<file path="config.mk">
export PLATFORM = sky130hd
export DESIGN_NAME = spi_slave_regs_flat
export DESIGN_NICKNAME = d
export VERILOG_FILES = /design/src/rtl/spi_pkg.sv /design/src/rtl/spi_slave_regs_if.sv /design/src/rtl/spi_pin_sync.sv /design/src/rtl/spi_slave_regs.sv /design/src/flat_wrapper.sv
export SDC_FILE = /design/constraint.sdc
export NUM_CORES = 1
export LEC_CHECK = 0
export BUFFER_PORTS_ARGS = -buffer_cell sky130_fd_sc_hd__buf_4
export CORE_MARGIN = 4
export CORE_UTILIZATION = 45
export DETAILED_ROUTE_END_ITERATION = 6
export PLACE_DENSITY = 0.72
export SLEW_MARGIN = 20
export SYNTH_ARGS = -nofsm -noshare
export SYNTH_HDL_FRONTEND = slang
export SYNTH_SLANG_ARGS = --single-unit
export TNS_END_PERCENT = 5
</file>
<file path="constraint.sdc">
create_clock -name clk_in -period 2.23 [get_ports clk_in]
set_input_delay 0.223 -clock clk_in [delete_from_list [all_inputs] [get_ports clk_in]]
set_output_delay 0.223 -clock clk_in [all_outputs]
set_load 0.005 [all_outputs]
</file>
<file path="src/rtl/spi_pkg.sv">
// Shared types and constants for the SPI register-access responder.
package spi_pkg;

  typedef enum logic [1:0] {
    IDLE = 2'd0,
    CMD  = 2'd1,
    DATA = 2'd2
  } state_t;

  localparam int CMD_RW_BIT = 7;
  localparam int CMD_MS_BIT = 6;
  localparam int ADDR_W     = 6;
  localparam int DATA_W     = 8;

  // Address after a data byte: auto-increment wraps naturally at the 6-bit boundary.
  function automatic logic [ADDR_W-1:0] next_addr(input logic [ADDR_W-1:0] addr,
                                                  input logic              ms);
    return ms ? addr + ADDR_W'(1) : addr;
  endfunction

endpackage

</file>
<file path="src/rtl/spi_slave_regs_if.sv">
// Single-cycle register bus between the SPI responder (master side) and the host register file.
interface spi_slave_regs_if;
  import spi_pkg::*;

  logic [ADDR_W-1:0] reg_addr;
  logic [DATA_W-1:0] reg_wdata;
  logic              reg_we;
  logic              reg_re;
  logic [DATA_W-1:0] reg_rdata;

  modport master (
    output reg_addr, reg_wdata, reg_we, reg_re,
    input  reg_rdata
  );

  modport slave (
    input  reg_addr, reg_wdata, reg_we, reg_re,
    output reg_rdata
  );

endinterface

</file>
<file path="src/rtl/spi_pin_sync.sv">
// Multi-flop synchronizer for one SPI pin with a history flop for edge detection.
module spi_pin_sync #(
  parameter int   SYNC_STAGES = 2,
  parameter logic RST_VAL     = 1'b0
) (
  input  logic clk_in,
  input  logic rst,
  input  logic pin,
  output logic level,
  output logic rise,
  output logic fall
);

  logic [SYNC_STAGES-1:0] sync_chain;
  logic                   hist;

  always_ff @(posedge clk_in) begin
    if (rst) begin
      sync_chain <= {SYNC_STAGES{RST_VAL}};
      hist       <= RST_VAL;
    end else begin
      sync_chain <= {sync_chain[SYNC_STAGES-2:0], pin};
      hist       <= sync_chain[SYNC_STAGES-1];
    end
  end

  assign level = sync_chain[SYNC_STAGES-1];
  assign rise  = level & ~hist;
  assign fall  = ~level & hist;

endmodule

</file>
<file path="src/rtl/spi_slave_regs.sv">
// SPI mode-3 responder translating command/data bytes into single-cycle register bus accesses.
module spi_slave_regs
  import spi_pkg::*;
#(
  parameter int SYNC_STAGES = 2
) (
  input  logic                    clk_in,
  input  logic                    rst,
  input  logic                    spi_sck,
  input  logic                    spi_csn,
  input  logic                    spi_mosi,
  output logic                    spi_miso,
  output logic                    spi_miso_oe,
  output logic                    active,
  spi_slave_regs_if.master        bus
);

  logic sck_lvl, sck_rise, sck_fall;
  logic csn_lvl, csn_rise, csn_fall;
  logic mosi_lvl, mosi_rise, mosi_fall;

  spi_pin_sync #(.SYNC_STAGES(SYNC_STAGES), .RST_VAL(1'b1)) u_sync_sck (
    .clk_in(clk_in), .rst(rst), .pin(spi_sck),
    .level(sck_lvl), .rise(sck_rise), .fall(sck_fall)
  );

  spi_pin_sync #(.SYNC_STAGES(SYNC_STAGES), .RST_VAL(1'b1)) u_sync_csn (
    .clk_in(clk_in), .rst(rst), .pin(spi_csn),
    .level(csn_lvl), .rise(csn_rise), .fall(csn_fall)
  );

  spi_pin_sync #(.SYNC_STAGES(SYNC_STAGES), .RST_VAL(1'b0)) u_sync_mosi (
    .clk_in(clk_in), .rst(rst), .pin(spi_mosi),
    .level(mosi_lvl), .rise(mosi_rise), .fall(mosi_fall)
  );

  logic unused_sync;
  assign unused_sync = ^{sck_lvl, csn_lvl, mosi_rise, mosi_fall};

  state_t            state;
  logic [2:0]        bit_cnt;
  logic [DATA_W-1:0] rx_shift;
  logic [DATA_W-1:0] tx_shift;
  logic [DATA_W-1:0] rx_byte;
  logic              rw;
  logic              ms;
  logic [ADDR_W-1:0] addr;
  logic [ADDR_W-1:0] reg_addr;
  logic [DATA_W-1:0] reg_wdata;
  logic              reg_we;
  logic              reg_re;
  logic              re_p1;
  logic [2:0]        settle_cnt;

  assign rx_byte = {rx_shift[DATA_W-2:0], mosi_lvl};

  // A CSn that is already low when reset releases shows up as a spurious fall while the
  // synchronizer flushes; settle_cnt masks that window so only a fresh fall starts a transfer.
  always_ff @(posedge clk_in) begin
    if (rst) begin
      state       <= IDLE;
      bit_cnt     <= 3'd0;
      active      <= 1'b0;
      spi_miso    <= 1'b0;
      spi_miso_oe <= 1'b0;
      reg_addr    <= '0;
      reg_wdata   <= '0;
      reg_we      <= 1'b0;
      reg_re      <= 1'b0;
      re_p1       <= 1'b0;
      rw          <= 1'b0;
      ms          <= 1'b0;
      settle_cnt  <= 3'(SYNC_STAGES + 1);
    end else begin
      reg_we <= 1'b0;
      reg_re <= 1'b0;
      re_p1  <= reg_re;
      if (settle_cnt != 3'd0) settle_cnt <= settle_cnt - 3'd1;

      if (state != IDLE && csn_rise) begin
        state       <= IDLE;
        active      <= 1'b0;
        spi_miso_oe <= 1'b0;
        spi_miso    <= 1'b0;
      end else begin
        case (state)
          IDLE: begin
            if (csn_fall && settle_cnt == 3'd0) begin
              state       <= CMD;
              bit_cnt     <= 3'd0;
              active      <= 1'b1;
              spi_miso_oe <= 1'b1;
              spi_miso    <= 1'b0;
              tx_shift    <= '0;
            end
          end

          CMD: begin
            if (sck_rise) begin
              rx_shift <= rx_byte;
              bit_cnt  <= bit_cnt + 3'd1;
              if (bit_cnt == 3'd7) begin
                rw    <= rx_byte[CMD_RW_BIT];
                ms    <= rx_byte[CMD_MS_BIT];
                addr  <= rx_byte[ADDR_W-1:0];
                state <= DATA;
                if (rx_byte[CMD_RW_BIT]) begin
                  reg_re   <= 1'b1;
                  reg_addr <= rx_byte[ADDR_W-1:0];
                end else begin
                  tx_shift <= '0;
                end
              end
            end else if (sck_fall) begin
              spi_miso <= 1'b0;
            end
          end

          DATA: begin
            if (sck_rise) begin
              rx_shift <= rx_byte;
              bit_cnt  <= bit_cnt + 3'd1;
              if (bit_cnt == 3'd7) begin
                addr <= next_addr(addr, ms);
                if (rw) begin
                  reg_re   <= 1'b1;
                  reg_addr <= next_addr(addr, ms);
                end else begin
                  reg_we    <= 1'b1;
                  reg_addr  <= addr;
                  reg_wdata <= rx_byte;
                end
              end
            end else if (sck_fall) begin
              spi_miso <= tx_shift[DATA_W-1];
              tx_shift <= {tx_shift[DATA_W-2:0], 1'b0};
            end
            // Host read data arrives the cycle after reg_re and seeds the next outgoing byte.
            if (re_p1) tx_shift <= bus.reg_rdata;
          end

          default: state <= IDLE;
        endcase
      end
    end
  end

  assign bus.reg_addr  = reg_addr;
  assign bus.reg_wdata = reg_wdata;
  assign bus.reg_we    = reg_we;
  assign bus.reg_re    = reg_re;

endmodule

</file>
<file path="src/flat_wrapper.sv">
// flat-port wrapper written by rule: the top's interface ports become plain ports
module spi_slave_regs_flat import spi_pkg::*;
#(
  parameter int SYNC_STAGES = 2
)
  (clk_in, rst, spi_sck, spi_csn, spi_mosi, spi_miso, spi_miso_oe, active, bus_reg_addr, bus_reg_wdata, bus_reg_we, bus_reg_re, bus_reg_rdata);
  spi_slave_regs_if bus_i ();
  input  logic clk_in;
  input  logic rst;
  input  logic spi_sck;
  input  logic spi_csn;
  input  logic spi_mosi;
  output logic spi_miso;
  output logic spi_miso_oe;
  output logic active;
  output wire logic [$bits(bus_i.reg_addr)-1:0] bus_reg_addr;
  output wire logic [$bits(bus_i.reg_wdata)-1:0] bus_reg_wdata;
  output wire logic [$bits(bus_i.reg_we)-1:0] bus_reg_we;
  output wire logic [$bits(bus_i.reg_re)-1:0] bus_reg_re;
  input wire logic [$bits(bus_i.reg_rdata)-1:0] bus_reg_rdata;
  assign bus_reg_addr = bus_i.reg_addr;
  assign bus_reg_wdata = bus_i.reg_wdata;
  assign bus_reg_we = bus_i.reg_we;
  assign bus_reg_re = bus_i.reg_re;
  assign bus_i.reg_rdata = bus_reg_rdata;
  spi_slave_regs #(.SYNC_STAGES(SYNC_STAGES)) u_core (.clk_in(clk_in), .rst(rst), .spi_sck(spi_sck), .spi_csn(spi_csn), .spi_mosi(spi_mosi), .spi_miso(spi_miso), .spi_miso_oe(spi_miso_oe), .active(active), .bus(bus_i));
endmodule
</file>
# After elaboration in Yosys (flattened, before gate mapping)
# Index checks and enable logic that the tools add are counted.
[totals]
ff_bits = 58
out_inout_bits = 19
elab_cells = 118
[op_classes]
addsub = 3
eq_ne = 17
mux = 42
n_bitwise = 14
n_reduce_logical = 22
[ops]
columns = ["op", "count"]
rows = [
  ["2-to-1 mux 6 bit", 11],
  ["2-to-1 mux 8 bit", 7],
  ["one-hot mux 6 bit (2 select lines)", 2],
  ["one-hot mux 8 bit (3 select lines)", 1],
  ["!= test 2 x 1 -> 1 bit, second input constant", 9],
  ["AND reduction 4 bit", 4],
  ["AND reduction 7 bit", 2],
  ["2-to-1 mux 1 bit", 12],
  ["NOT 1 bit", 10],
  ["AND reduction 9 bit", 1],
  ["adder 6 x 1 -> 6 bit, second input constant", 1],
  ["2-to-1 mux 2 bit", 3],
  ["2-to-1 mux 3 bit", 2],
  ["!= test 2 bit, second input constant", 3],
  ["one-hot mux 2 bit (3 select lines)", 1],
  ["one-hot mux 3 bit (2 select lines)", 1],
  ["AND reduction 6 bit", 1],
  ["nonzero test 2 bit", 3],
  ["nonzero test 3 bit", 2],
  ["AND reduction 5 bit", 1],
  ["OR reduction 5 bit", 1],
  ["bitwise AND 1 bit", 4],
  ["OR reduction 2 bit", 2],
  ["adder 3 x 1 -> 3 bit, second input constant", 1],
  ["other kinds (12)", 13],
]

# Depth between registers and ports, before layout
[logic_depth]
depth_word = 6
ltp_mapped = 8

# Cells and area by module
# From an unflattened synthesis, not the netlist that was laid out.
[hier_totals]
cells_unflattened = 246
hier_area_um2 = 2655.0
[modules_own_cells]
columns = ["module", "instances", "cells_each", "area_each_um2", "seq_area_each_um2"]
rows = [
  ["spi_slave_regs", 1, 222, 2378.5, 1211.2],
  ["spi_pin_sync at u_core.u_sync_csn ...", 2, 8, 92.6, 60.1],
  ["spi_pin_sync at u_core.u_sync_mosi", 1, 8, 91.3, 60.1],
]

# Least setup slack after synthesis
# Ideal clock, no wire load.
[synth_path]
kind = "register to register"
start = "register u_core.state[0]"
end = "register u_core.tx_shift[0] (enable)"
setup_time_ns = 0.375
arrival_ns = 1.502
required_ns = 1.855
setup_slack_ns = 0.353
path_stages_with_launch = 7
period_less_slack_ns = 1.877
cell_sequence = "dfxtp_1 > inv_1 > ha_1 > buf_2 > or3b_2 > nand4_1 > a21oi_1"
[synth_via]
elab_chain_len = 4
elab_cells_between_ends = 14
[synth_rtl]
columns = ["item", "line", "text"]
rows = [
  ["start: declaration", "spi_slave_regs.sv:40", "state_t state;"],
  ["start signal: assignment", "spi_slave_regs.sv:61", "state <= IDLE;"],
  ["start signal: assignment", "spi_slave_regs.sv:81", "state <= IDLE;"],
  ["start signal: assignment", "spi_slave_regs.sv:89", "state <= CMD;"],
  ["parallel branches: the longest is 3 deep, another holds != test 3 bit", "n/a", ""],
  ["AND reduction 9 bit (no source line) *", "n/a", ""],
  ["end signal: assignment", "spi_slave_regs.sv:136", "tx_shift <= {tx_shift[DATA_W-2:0], 1'b0};"],
  ["end signal: assignment", "spi_slave_regs.sv:139", "if (re_p1) tx_shift <= bus.reg_rdata;"],
  ["end: declaration", "spi_slave_regs.sv:43", "logic [DATA_W-1:0] tx_shift;"],
]
# Every way passes the cells marked *.
# A chain may end at the register's enable or synchronous reset.

# Final worst setup path
[layout_path]
start = "register u_core.state[0]"
end = "register u_core.addr[0] (enable)"
[layout_via]
elab_chain_len = 4
elab_cells_between_ends = 11
[layout_rtl]
columns = ["item", "line", "text"]
rows = [
  ["parallel branches: the longest is 3 deep, another holds equality test 2 bit", "n/a", ""],
  ["AND reduction 7 bit (no source line) *", "n/a", ""],
  ["end signal: assignment", "spi_slave_regs.sv:105", "addr <= rx_byte[ADDR_W-1:0];"],
  ["end signal: assignment", "spi_slave_regs.sv:124", "addr <= next_addr(addr, ms);"],
  ["end: declaration", "spi_slave_regs.sv:47", "logic [ADDR_W-1:0] addr;"],
]
# Marked as above.

==> key figures <==
Status
  • Status: complete, no violations

STA
  • Final Setup Violations: 0
  • Worst slew pin tran: 0.708 ns
  • Max Fclk: between 400 and 500 MHz
  • Final Hold Viols: 0
  • RSZ-0062 raised after global routing: no
  • Fin worst setup slack: 0.164 ns
  • Clock Skew: 0.00493 ns
  • Final worst path period share: 92.6%
  • Final slew viol count: 0
  • Max_slew headroom: 52.8%
  • Setup TNS: 0 ns
  • Crit path time final: about 2.1 ns

Floorplan
  • Die width: 84.9 um
  • Die footprint: a little over 7000 um2
  • Die height: 84.9 um
  • Core area: 5610 um2
  • Initial Util: between 40 and 50%
  • Placement Rows: 27
  • # IOs: 32

Routing
  • Antenna Violating Nets Remaining: 0
  • Drt initial violations: roughly 190
  • Residual DRC: 0
  • Routed length per instance: approximately 14 um
  • DR vias/cell: 5.17
  • Vias: 1871
  • Drt total wl: roughly 5000 um
  • Detailed Routing Iterations Pass 1: 4

Synth
  • Count leader, synth: dfxtp_1
  • Largest family of logic cells by synthesized area: simple AND/OR/NAND/NOR gates
  • Ys Warns: 0
  • Register bit total from synthesis: 58
  • Adder-Cell Fraction of Synth Area: 5.18%
  • Post-synth EDFFs: 21
  • Avg Inst Size Synth: about 11 um2
  • Most area-consuming cells after synthesis: dfxtp_1 28%, edfxtp_1 24%, mux2i_1 7.9%, ha_1 5.2%, a21oi_1 3.2%
  • Synth top area share: between 20% and 30%
  • Sequential element share of the synthesized area: about half
  • Number of distinct library cells after synthesis: 47
  • Mux cell area share after synthesis: roughly 7.9%
  • Synth Area in Compound Gates: between 10 and 15%
  • Net Count, Synth: 270
  • Xor and xnor fraction of the mapped netlist area: about 2.6%
  • Yosys top cell by area: dfxtp_1
  • Async set-reset flop share out of synthesis: 0%
  • Syn Inst Count: 246
  • Cell area after synthesis: 2660 um2
  • Top cells by count, synth: 37 x dfxtp_1, 22 x nor2_1, 21 x edfxtp_1, 21 x mux2i_1, 17 x a21oi_1
  • Simple-gate portion of the synthesized area: approximately 18%
  • Main flop type after synthesis: dfxtp_1

Worst hold path
  • Hold Crit Class: in -> reg

Global route
  • Total track usage: 14.5%
  • Initial antenna violation count: 0
  • Vias in the first global route: 1710
  • First-pass GRT wire length: 8400 um
  • Largest net degree at the start of global routing: 22
  • Overflow after GRT: 0

Clock network
  • CTS Root Cell: clkbuf_8
  • Worst-path clk slew: 0.06 ns
  • Post-CTS Repair Setup Buffers: 0
  • Clk sink count: 58
  • Hold Buf Count CTS: 0
  • Cts bufs inserted: 9
  • CTS max path bufs: 2
  • Cts repair resizes: 0
  • Clock Latency Late Sink: around 0.33 ns
  • CTS tree: built
  • # H-tree levels: 3

Cells and area
  • Antenna fix cells: 0
  • Multi-input gate area: 1200 um2
  • Layout filler cell count: 502
  • Sequential Area: between 1000 and 1500 um2
  • Post-layout nets: 309
  • Layout cell share with drive strength beyond 1: 22.4%
  • Layout area overhead: 19.4%

Critical path
  • CP Class: reg -> reg
  • CP Capture Type: flop
  • Worst-path maximum fanout: 9
  • Critical path required time: 2.29 ns
  • Crit path DAT: 2.12 ns
  • Startpoint types: flop

Placement
  • Detailed placement HPWL: 3690 um
  • Gp weighted congestion: 0.855
  • I/O Buffers: 31
  • Worst slack, placed: 0.190 ns

Run
  • Max Cap Viol: 0

Pwr
  • Power per cell area: 708 nW/um2
  • P_leak: around 1.2 nW
  • VDD IR max: around 0.47 mV
-- report_power, final --
part,leakage [nW],switching [mW],total [mW],internal (mW)
logic,0.612,0.137,0.233,0.0956
clock network,0.0945,0.379,0.864,0.485
registers,0.500,0.0203,1.15,1.13
-- cells in the final DEF, fill, tap and decap left out, types with 2 or more instances in the layout --
cell      Yosys  layout
or2_2         6       6
a21oi_1      17      17
mux2i_1      21      21
a22o_1        6       6
or3_1         2       2
dfxtp_1      37      37
edfxtp_1     21      21
and3_1        3       3
o211ai_1      3       3
nor2b_1      13      13
o21ai_0       4       4
ha_1         11      11
nand2b_1      2       2
inv_1         8       8
o31ai_1       2       2
buf_4         2      40
nor2_1       22      22
clkbuf_8      0      12
nand4_1       3       3
clkinv_1      0       2
nor3_1        3       3
xnor2_1       3       3
nand3b_1      4       4
xor2_1        5       5
nand2_1       9       9
nor4_1        5       5
nand3_1       6       6
-- layer usage --
metal / routed length [um] / GRT usage, % / vias to the layer above
met4: 68 / 5.18 / 0
li1: - / - / 962
met5: 0 / 0 / -
met1: 2520 / 20.8 / 858
met3: 313 / 5.24 / 8
met2: 2090 / 20.1 / 43
-- sequential cells by signal, summed over array words and instances, names as in the netlist, 3 cells and up --
| signal | cells |
|---|---|
| u_core.bus.reg_wdata | 8 |
| u_core.tx_shift | 8 |
| u_core.rx_shift | 7 |
| u_core.addr | 6 |
| u_core.bus.reg_addr | 6 |
| u_core.bit_cnt | 3 |
| u_core.settle_cnt | 3 |
-- path summary, 6_finish.rpt --
check | start | end | slack, ns | depth (start not counted)
worst max register to register | u_core.state[0]$_SDFFE_PP0P_ | u_core.addr[0]$_DFFE_PP_ | 0.16 | 6
worst max-delay path | u_core.state[0]$_SDFFE_PP0P_ | u_core.addr[0]$_DFFE_PP_ | 0.16 | 6
worst min register to register | u_core.u_sync_sck.sync_chain[0]$_SDFF_PP1_ | u_core.u_sync_sck.sync_chain[1]$_SDFF_PP1_ | 0.40 | 1
worst min-delay path | spi_sck | u_core.u_sync_sck.sync_chain[0]$_SDFF_PP1_ | 0.07 | 2
-- cell families after synthesis --
family                   after synthesis
AND/OR/NAND/NOR                       87
flip-flops                            58
XOR/XNOR                               8
buffers and inverters                 20
AO/OA/AOI/OAI                         41
adder cells (fa/ha/maj)               11
multiplexers                          21
-- per-stage QoR --
| stage | instance area, um2 | std cells | hold slack (ns) | utilization [%] | total power, mW |
|---|---|---|---|---|---|
| global route | 3170 | 362 | 0.0577 | 56.6 | 2.36 |
| finish | 3170 | 362 | 0.0743 | 56.6 | 2.24 |
| floorplan | 2660 | 246 | 0.295 | - | 1.34 |
| CTS | 3170 | 362 | 0.0629 | 56.6 | 2.26 |
| detailed placement | 2990 | 346 | 0.396 | 53.3 | 1.40 |
| global placement | 2990 | 346 | 0.392 | 53.3 | 1.40 |
-- final cells by class --
type | instances | area share, %
multi-input combinational | 168 | 37.8
clock buffer | 13 | 5.33
inverter | 8 | 0.947
sequential | 58 | 43.2
timing repair buffer | 40 | 9.47
tap | 72 | 2.84
clock inverter | 3 | 0.394
-- critical path, cell delays in order (launching register included) --
cell and delay (ns):
dfxtp_1 0.39, inv_1 0.11, ha_1 0.24, buf_4 0.17
or3b_1 0.39, nand2_1 0.28, nor2_1 0.21
Power figures use the tool's default switching activity.
